`src/rtl/ex_stage.sv`:
```
// Execute stage: logic/shift/arith/move ALU, HI/LO registers, single-cycle MULTU
// and a 32-step restoring DIVU state machine with upstream stall request.
module ex_stage #(
    parameter int DATA_W = 32
) (
    input  logic              clk,
    input  logic              rst,
    input  logic [7:0]        aluop_i,
    input  logic [2:0]        alusel_i,
    input  logic [DATA_W-1:0] reg1_i,
    input  logic [DATA_W-1:0] reg2_i,
    input  logic [4:0]        wd_i,
    input  logic              wreg_i,
    input  logic              flush_i,
    output logic              ex_wreg_o,
    output logic [4:0]        ex_wd_o,
    output logic [DATA_W-1:0] ex_wdata_o,
    output logic              wreg_o,
    output logic [4:0]        wd_o,
    output logic [DATA_W-1:0] wdata_o,
    output logic              stallreq_o
);
    localparam logic [2:0] SEL_NOP = 3'd0, SEL_LOGIC = 3'd1, SEL_SHIFT = 3'd2,
                           SEL_ARITH = 3'd3, SEL_MOVE = 3'd4, SEL_MULDIV = 3'd5;
    localparam logic [7:0] OP_OR = 8'h25, OP_AND = 8'h24, OP_XOR = 8'h26,
                           OP_ADDU = 8'h21, OP_SUBU = 8'h23, OP_SLT = 8'h2A,
                           OP_SLL = 8'h7C, OP_SRL = 8'h02, OP_SRA = 8'h03,
                           OP_MFHI = 8'h10, OP_MTHI = 8'h11, OP_MFLO = 8'h12,
                           OP_MTLO = 8'h13, OP_MULTU = 8'h19, OP_DIVU = 8'h1B;

    typedef enum logic [1:0] {S_IDLE, S_RUN, S_DONE} state_t;

    state_t              r_state, w_state_nxt;
    logic [DATA_W-1:0]   r_hi, r_lo;
    logic [DATA_W-1:0]   r_rem, r_quot, r_dsr;
    logic [4:0]          r_cnt;
    logic [DATA_W-1:0]   w_res;
    logic                w_stall;
    logic                w_div_req;
    logic [DATA_W:0]     w_part, w_sub;
    logic [2*DATA_W-1:0] w_prod;

    assign w_div_req = (alusel_i == SEL_MULDIV) && (aluop_i == OP_DIVU);
    assign w_prod    = {{DATA_W{1'b0}}, reg1_i} * {{DATA_W{1'b0}}, reg2_i};

    // Restoring step: shift next dividend bit into the partial remainder, subtract if no borrow.
    assign w_part = {r_rem, r_quot[DATA_W-1]};
    assign w_sub  = w_part - {1'b0, r_dsr};

    always_comb begin
        w_res = '0;
        case (alusel_i)
            SEL_LOGIC: case (aluop_i)
                OP_OR:   w_res = reg1_i | reg2_i;
                OP_AND:  w_res = reg1_i & reg2_i;
                OP_XOR:  w_res = reg1_i ^ reg2_i;
                default: w_res = '0;
            endcase
            SEL_SHIFT: case (aluop_i)
                OP_SLL:  w_res = reg2_i << reg1_i[4:0];
                OP_SRL:  w_res = reg2_i >> reg1_i[4:0];
                OP_SRA:  w_res = $signed(reg2_i) >>> reg1_i[4:0];
                default: w_res = '0;
            endcase
            SEL_ARITH: case (aluop_i)
                OP_ADDU: w_res = reg1_i + reg2_i;
                OP_SUBU: w_res = reg1_i - reg2_i;
                OP_SLT:  w_res = {{(DATA_W-1){1'b0}}, ($signed(reg1_i) < $signed(reg2_i))};
                default: w_res = '0;
            endcase
            SEL_MOVE: case (aluop_i)
                OP_MFHI: w_res = r_hi;
                OP_MFLO: w_res = r_lo;
                default: w_res = '0;
            endcase
            default: w_res = '0;
        endcase
    end

    always_comb begin
        w_state_nxt = r_state;
        w_stall     = 1'b0;
        case (r_state)
            S_IDLE: if (w_div_req) begin
                w_stall     = 1'b1;
                w_state_nxt = (reg2_i != '0) ? S_RUN : S_DONE;
            end
            S_RUN: begin
                w_stall = 1'b1;
                if (r_cnt == 5'd31) w_state_nxt = S_DONE;
            end
            S_DONE:  w_state_nxt = S_IDLE;
            default: w_state_nxt = S_IDLE;
        endcase
        if (flush_i) begin
            w_state_nxt = S_IDLE;
            w_stall     = 1'b0;
        end
    end

    assign stallreq_o = w_stall;
    assign ex_wreg_o  = wreg_i & ~w_stall & ~flush_i;
    assign ex_wd_o    = wd_i;
    assign ex_wdata_o = w_res;

    always_ff @(posedge clk or posedge rst) begin
        if (rst) begin
            wreg_o  <= 1'b0;
            wd_o    <= '0;
            wdata_o <= '0;
        end else begin
            wreg_o  <= ex_wreg_o;
            wd_o    <= ex_wd_o;
            wdata_o <= ex_wdata_o;
        end
    end

    always_ff @(posedge clk or posedge rst) begin
        if (rst) begin
            r_state <= S_IDLE;
            r_rem   <= '0;
            r_quot  <= '0;
            r_dsr   <= '0;
            r_cnt   <= '0;
        end else begin
            r_state <= w_state_nxt;
            if (!flush_i) begin
                if (r_state == S_IDLE && w_div_req) begin
                    if (reg2_i != '0) begin
                        r_quot <= reg1_i;
                        r_rem  <= '0;
                        r_dsr  <= reg2_i;
                        r_cnt  <= '0;
                    end else begin
                        r_quot <= '1;
                        r_rem  <= reg1_i;
                    end
                end else if (r_state == S_RUN) begin
                    r_cnt <= r_cnt + 5'd1;
                    if (!w_sub[DATA_W]) begin
                        r_rem  <= w_sub[DATA_W-1:0];
                        r_quot <= {r_quot[DATA_W-2:0], 1'b1};
                    end else begin
                        r_rem  <= w_part[DATA_W-1:0];
                        r_quot <= {r_quot[DATA_W-2:0], 1'b0};
                    end
                end
            end
        end
    end

    always_ff @(posedge clk or posedge rst) begin
        if (rst) begin
            r_hi <= '0;
            r_lo <= '0;
        end else if (!flush_i) begin
            if (r_state == S_DONE) begin
                r_hi <= r_rem;
                r_lo <= r_quot;
            end else if (alusel_i == SEL_MULDIV && aluop_i == OP_MULTU) begin
                {r_hi, r_lo} <= w_prod;
            end else if (alusel_i == SEL_MOVE && aluop_i == OP_MTHI) begin
                r_hi <= reg1_i;
            end else if (alusel_i == SEL_MOVE && aluop_i == OP_MTLO) begin
                r_lo <= reg1_i;
            end
        end
    end
endmodule

```
`config.mk`:
```
export PLATFORM = sky130hd
export DESIGN_NAME = ex_stage
export DESIGN_NICKNAME = d
export VERILOG_FILES = /design/src/rtl/ex_stage.sv
export SDC_FILE = /design/constraint.sdc
export NUM_CORES = 2
export LEC_CHECK = 0
export ABC_AREA = 1
export CAP_MARGIN = 20
export CELL_PAD_IN_SITES_DETAIL_PLACEMENT = 0
export CELL_PAD_IN_SITES_GLOBAL_PLACEMENT = 2
export CORE_MARGIN = 2
export CORE_UTILIZATION = 37
export DETAILED_ROUTE_END_ITERATION = 8
export PLACE_DENSITY = 0.95
export SYNTH_ARGS = -nofsm -noshare
export SYNTH_HDL_FRONTEND = slang
export SYNTH_SLANG_ARGS = --single-unit
export TNS_END_PERCENT = 30
```
`constraint.sdc`:
```
create_clock -name clk -period 7.6 [get_ports clk]
set_clock_uncertainty 0.05 [all_clocks]
set_input_delay 1.14 -clock clk [delete_from_list [all_inputs] [get_ports clk]]
set_output_delay 1.14 -clock clk [all_outputs]
set_load 0.1 [all_outputs]
```
* Yosys cells after proc, flatten, opt, wreduce, memory -nomap -nowiden *
Index checks and enable logic that the tools add are counted.

storage, ports and cells
  memory bits (writable) = 0
  register bits after elaboration = 205
  output and inout port bits = 77
  input port bits = 84
  bits in read-only memories = 0
  word-level logic and storage cells = 100
  bits in latches = 0
  memories = 0

cells by class
  div/mod/pow operators = 0
  bitwise gates (word level) = 7
  multiply operators = 1
  order comparisons = 1
  multiplexer cells = 31
  eq/ne operators = 27
  reduce and logical (&&, ||, !) cells = 16
  shifts and indexed selects = 3
  add/subtract/negate cells = 4

operator list
  operator              number
  $mux W32              14
  $pmux W32 S3          3
  $pmux W32 S4          1
  $mul A32 B32 Y64      1
  $pmux W32 S2          1
  $eq A8 B5 Y1 const B  6
  $eq A8 B6 Y1 const B  6
  $sub A33 B32 Y33      1
  $add A32 B32 Y32      1
  $and A32 B32 Y32      1
  $lt A32 B32 Y1        1
  $or A32 B32 Y32       1
  $reduce_bool A32 Y1   1
  $shl A32 B5 Y32       1
  $shr A32 B5 Y32       1
  $sshr A32 B5 Y32      1
  $sub A32 B32 Y32      1
  $xor A32 B32 Y32      1
  $eq A8 B2 Y1 const B  2
  $mux W5               3
  $ne A3 B3 Y1 const B  3
  $reduce_and A3 Y1     3
  $eq A8 B7 Y1 const B  1
  $mux W2               4
  other kinds (18)      31

* Logic depth before layout (Yosys ltp) *
  depth after elaboration = 8
  gate-level depth with buffers = 36

* Least setup slack after synthesis *
No wires, ideal clock.

  kind = input to register
  from = input reg1_i[4]
  to = register r_hi[28]
  arrival = 7.386 ns
  path buffers = 4
  slack = 0.047 ns
  setup time = 0.117 ns
  stages = 27
  data required time = 7.433 ns
  path through = clkbuf_1 clkbuf_1 buf_1 buf_1 nand2_1 fa_1 inv_1 fa_1 fa_1 fa_1 fa_1 fa_1 fa_1 fa_1 ha_1 nand2_1 nor2_1 nand2_1 nor2_1 and3_1 nand2_1 nand2_1 nand2_1 nand3_1 nand2_1 nand2_1 nand2_1

between the ends
  cells in the longest elaborated chain, start to end = 3

ends and longest elaborated chain
  element                 line  source
  start: declaration      10    input logic [DATA_W-1:0] reg1_i,
  $mul A32 B32 Y64        44    assign w_prod = {{DATA_W{1'b0}}, reg1_i} * {{DATA_W{1'b0}}, reg2_i};
  $mux W32                160   end else if (alusel_i == SEL_MULDIV && aluop_i == OP_MULTU) begin
  $mux W32                157   if (r_state == S_DONE) begin
  end signal: assignment  158   r_hi <= r_rem;
  end signal: assignment  161   {r_hi, r_lo} <= w_prod;
  end signal: assignment  163   r_hi <= reg1_i;
  end: declaration        34    logic [DATA_W-1:0] r_hi, r_lo;

Every way passes these cells.
A chain may end at the register's enable or synchronous reset.

* Worst setup path after layout *
  from = input reg1_i[15]
  to = register r_hi[25]

The elaborated chain is that of the path after synthesis.

==> flow_metrics.env <==
export IMPL_drt_iter0_drc=6183
export IMPL_slowest_delay_ps=580
export IMPL_avgSynthCellArea_sq_um=6.66
export IMPL_wl_mm=294
export IMPL_top_level_ports=161
export IMPL_synth_commonest_cells="nand2_1 (2756), inv_1 (2125), fa_1 (899), nand3_1 (432), ha_1 (393)"
export IMPL_hold_buffers=0
export IMPL_dpl_cell_count=11100
export IMPL_critPathTopFamily="adder cells"
export IMPL_root_buffer="clkbuf_16"
export IMPL_die_w_um=399
export IMPL_period_minus_slack_ps=7420
export IMPL_met1Wirelength_mm=117
export IMPL_syn_nets=10100
export IMPL_cp_required_ps=8050
export IMPL_min_to="r_cnt[4]$_DFFE_PP0P_"
export IMPL_final_cells=11200
export IMPL_wire_per_inst_um=26.2
export IMPL_finalSetupViolCount=0
export IMPL_viasPerCell=5.24
export IMPL_path_class="in -> reg"
export IMPL_min_path_type="reg -> reg"
export IMPL_end_kind="flip-flop"
export IMPL_antenna_found_initial=23
export IMPL_dr_pass1_iters=7
export IMPL_core_area_sq_mm=0.156
export IMPL_clk_latency_ps=610
export IMPL_num_rows=145
export IMPL_synthArstFlopShare=1.00
export IMPL_fmax_mhz=135
export IMPL_synth_ff_type="dfrtp_1"
export IMPL_tightest_slew_ps=1190
export IMPL_hold_depth=2
export IMPL_cp_buffers_inverters=11
export IMPL_gr_total_overflow=0
export IMPL_status="finished, final reports clean"
export IMPL_cts_sinks=205
export IMPL_reg2reg_depth=10
export IMPL_multi_input_area_sq_mm=0.0433
export IMPL_track_usage=0.365
export IMPL_yosysTopAreaCellShare=0.311
export IMPL_wl_met3_mm=27.0
export IMPL_critPathLaunchType="input pin"
export IMPL_cts_tree="built"
export IMPL_arrival_ps=7870
export IMPL_slew_headroom=0.204
export IMPL_yosys_area_top_type="fa_1"
export IMPL_yosysWarnings=0
export IMPL_fin_nets=10500
export IMPL_finalWeightedCongestion=1.04
export IMPL_ys_seq_area_frac=0.0888
export IMPL_drive_gt1_frac=0.106
export IMPL_areaGrowthSynthToFinish_pct=16.4
export IMPL_top_layer="met5"
export IMPL_min_from="r_cnt[4]$_DFFE_PP0P_"
export IMPL_worstPathMaxFanout=11
export IMPL_ff_latch_area_sq_mm=0.00513
export IMPL_min_period_over_period=0.976
export IMPL_ys_seq_elements=205
export IMPL_hold_viol_final=0
export IMPL_n_fill_cell=16500
export IMPL_syn_area_sq_mm=0.0578
export IMPL_r2r_end="r_lo[6]$_DFFE_PP0P_"
export IMPL_start_util=0.371
export IMPL_hold_ws_ps=434
export IMPL_grt_pass1_wl_mm=416
export IMPL_dp_hpwl_mm=249
export IMPL_rrSetupSlack_ps=3720
export IMPL_maxSlewViolCount=0
export IMPL_synthTopCellsByArea="fa_1 (31%), nand2_1 (18%), inv_1 (14%)"
export IMPL_htree_levels=1
export IMPL_synth_edf_count=0
export IMPL_drv_cap=0
export IMPL_clk_path_buf_depth=3
export IMPL_cts_buffers_inserted=26
export IMPL_synth_cell_types=52
export IMPL_drc=0
export IMPL_synthesis_instances=8674
export IMPL_timing_rr_start="r_state[0]$_DFFE_PP0P_"
export IMPL_vias=58700
export IMPL_io_buffers=160
export IMPL_first_global_vias=58000
export IMPL_antenna_left=0
export IMPL_met2_length_mm=129
export IMPL_cp_slowest_cell="fa_1"
export IMPL_grt_max_degree=153
export IMPL_crit_top_cell="fa_1"
export IMPL_clk_pin_slew_ps=70
export IMPL_rsz0062_at_grt="yes"
export IMPL_dieHeight_um=399
export IMPL_synth_most_common_cell="nand2_1"
export IMPL_die_area_sq_mm=0.159
per-stage QoR:
| stage | setup slack [ps] | utilization | area [sq um] | TNS (ps) |
|---|---|---|---|---|
| 3_3_place_gp | -867 | 0.422 | 65700 | -28080 |
| 6_report | 182 | 0.432 | 67300 | 0 |
| 2_1_floorplan | 47.5 | - | 57800 | 0 |
| 3_5_place_dp | -905 | 0.422 | 65700 | -29380 |
| 4_1_cts | 1.87 | 0.428 | 66700 | 0 |
| 5_1_grt | -9.29 | 0.432 | 67200 | -11.6 |
area by class of cell:
class	instances	share of cell area
Multi-Input combinational cell	5908	0.644
Inverter	2137	0.119
Timing Repair Buffer	836	0.108
Sequential cell	205	0.0762
Tap cell	2058	0.0383
Clock buffer	26	0.00967
Clock inverter	21	0.00407
Antenna cell	12	0.000446
how the worst max path moves through the flow:
| stage | from | endpoint | slack [ps] | depth (start not counted) |
|---|---|---|---|---|
| final | reg1_i[15] | r_hi[25]$_DFFE_PP0P_ | 180 | 32 |
| after global placement | reg2_i[23] | r_hi[3]$_DFFE_PP0P_ | -870 | 31 |
| after detailed placement | reg2_i[23] | r_hi[3]$_DFFE_PP0P_ | -900 | 31 |
| after CTS | reg2_i[3] | r_lo[23]$_DFFE_PP0P_ | 2 | 30 |
| after global routing | reg1_i[15] | r_hi[23]$_DFFE_PP0P_ | -9 | 33 |
| after floorplan | reg1_i[4] | r_hi[28]$_DFFE_PP0P_ | 50 | 27 |
sequential cells by signal, indices dropped and copies added (netlist names):
register,count
r_state,2
wreg_o,1
r_cnt,5
r_lo,32
r_quot,32
r_hi,32
r_rem,32
r_dsr,32
wd_o,5
wdata_o,32
layout by cell type (no fill, tap or decap), types with 56 or more instances in the layout:
cell type and instances:
a21oi_1 319, buf_12 61, buf_4 637, clkdlybuf4s50_1 64, dfrtp_1 205, fa_1 892
ha_1 369, inv_1 2121, nand2_1 2739, nand3_1 423, nor2_1 362, o21ai_0 304
o21ai_1 56
worst reg2reg max path, cell delays in order, from the launching register on:
cell	delay, ps
dfrtp_1	430
inv_1	120
nand2_2	70
buf_4	420
inv_2	340
nor2_1	490
o21ai_2	110
nand2_2	370
clkinv_2	760
o21ai_0	480
o22ai_1	110
repair_timing:
| action | in CTS | in global routing |
|---|---|---|
| pin swaps | 0 | 19 |
| hold endpoints to repair | 0 | 0 |
| gates resized for setup | 15 | 127 |
| cloned | 0 | 3 |
| endpoints found under the setup margin | 17 | 48 |
| buffers inserted | 0 | 2 |
logic make-up after synthesis:
| logic type | synth area share |
|---|---|
| AO/OA/AOI/OAI | 0.0764 |
| AND/OR/NAND/NOR | 0.261 |
| XOR/XNOR | 0.00697 |
| adder cells (fa/ha/maj) | 0.397 |
| multiplexers | 0.000866 |
| flip-flops | 0.0888 |
| buffers and inverters | 0.169 |
routing by layer:
metal / up-vias / GRT usage
met3: 611 / 0.0785
met4: 12 / 0.206
met2: 2750 / 0.569
met5: - / 0
li1: 26400 / -
met1: 28900 / 0.469
Power is not shown: default switching activity piles up to over one toggle a cycle in this logic, so the estimate is an artifact.
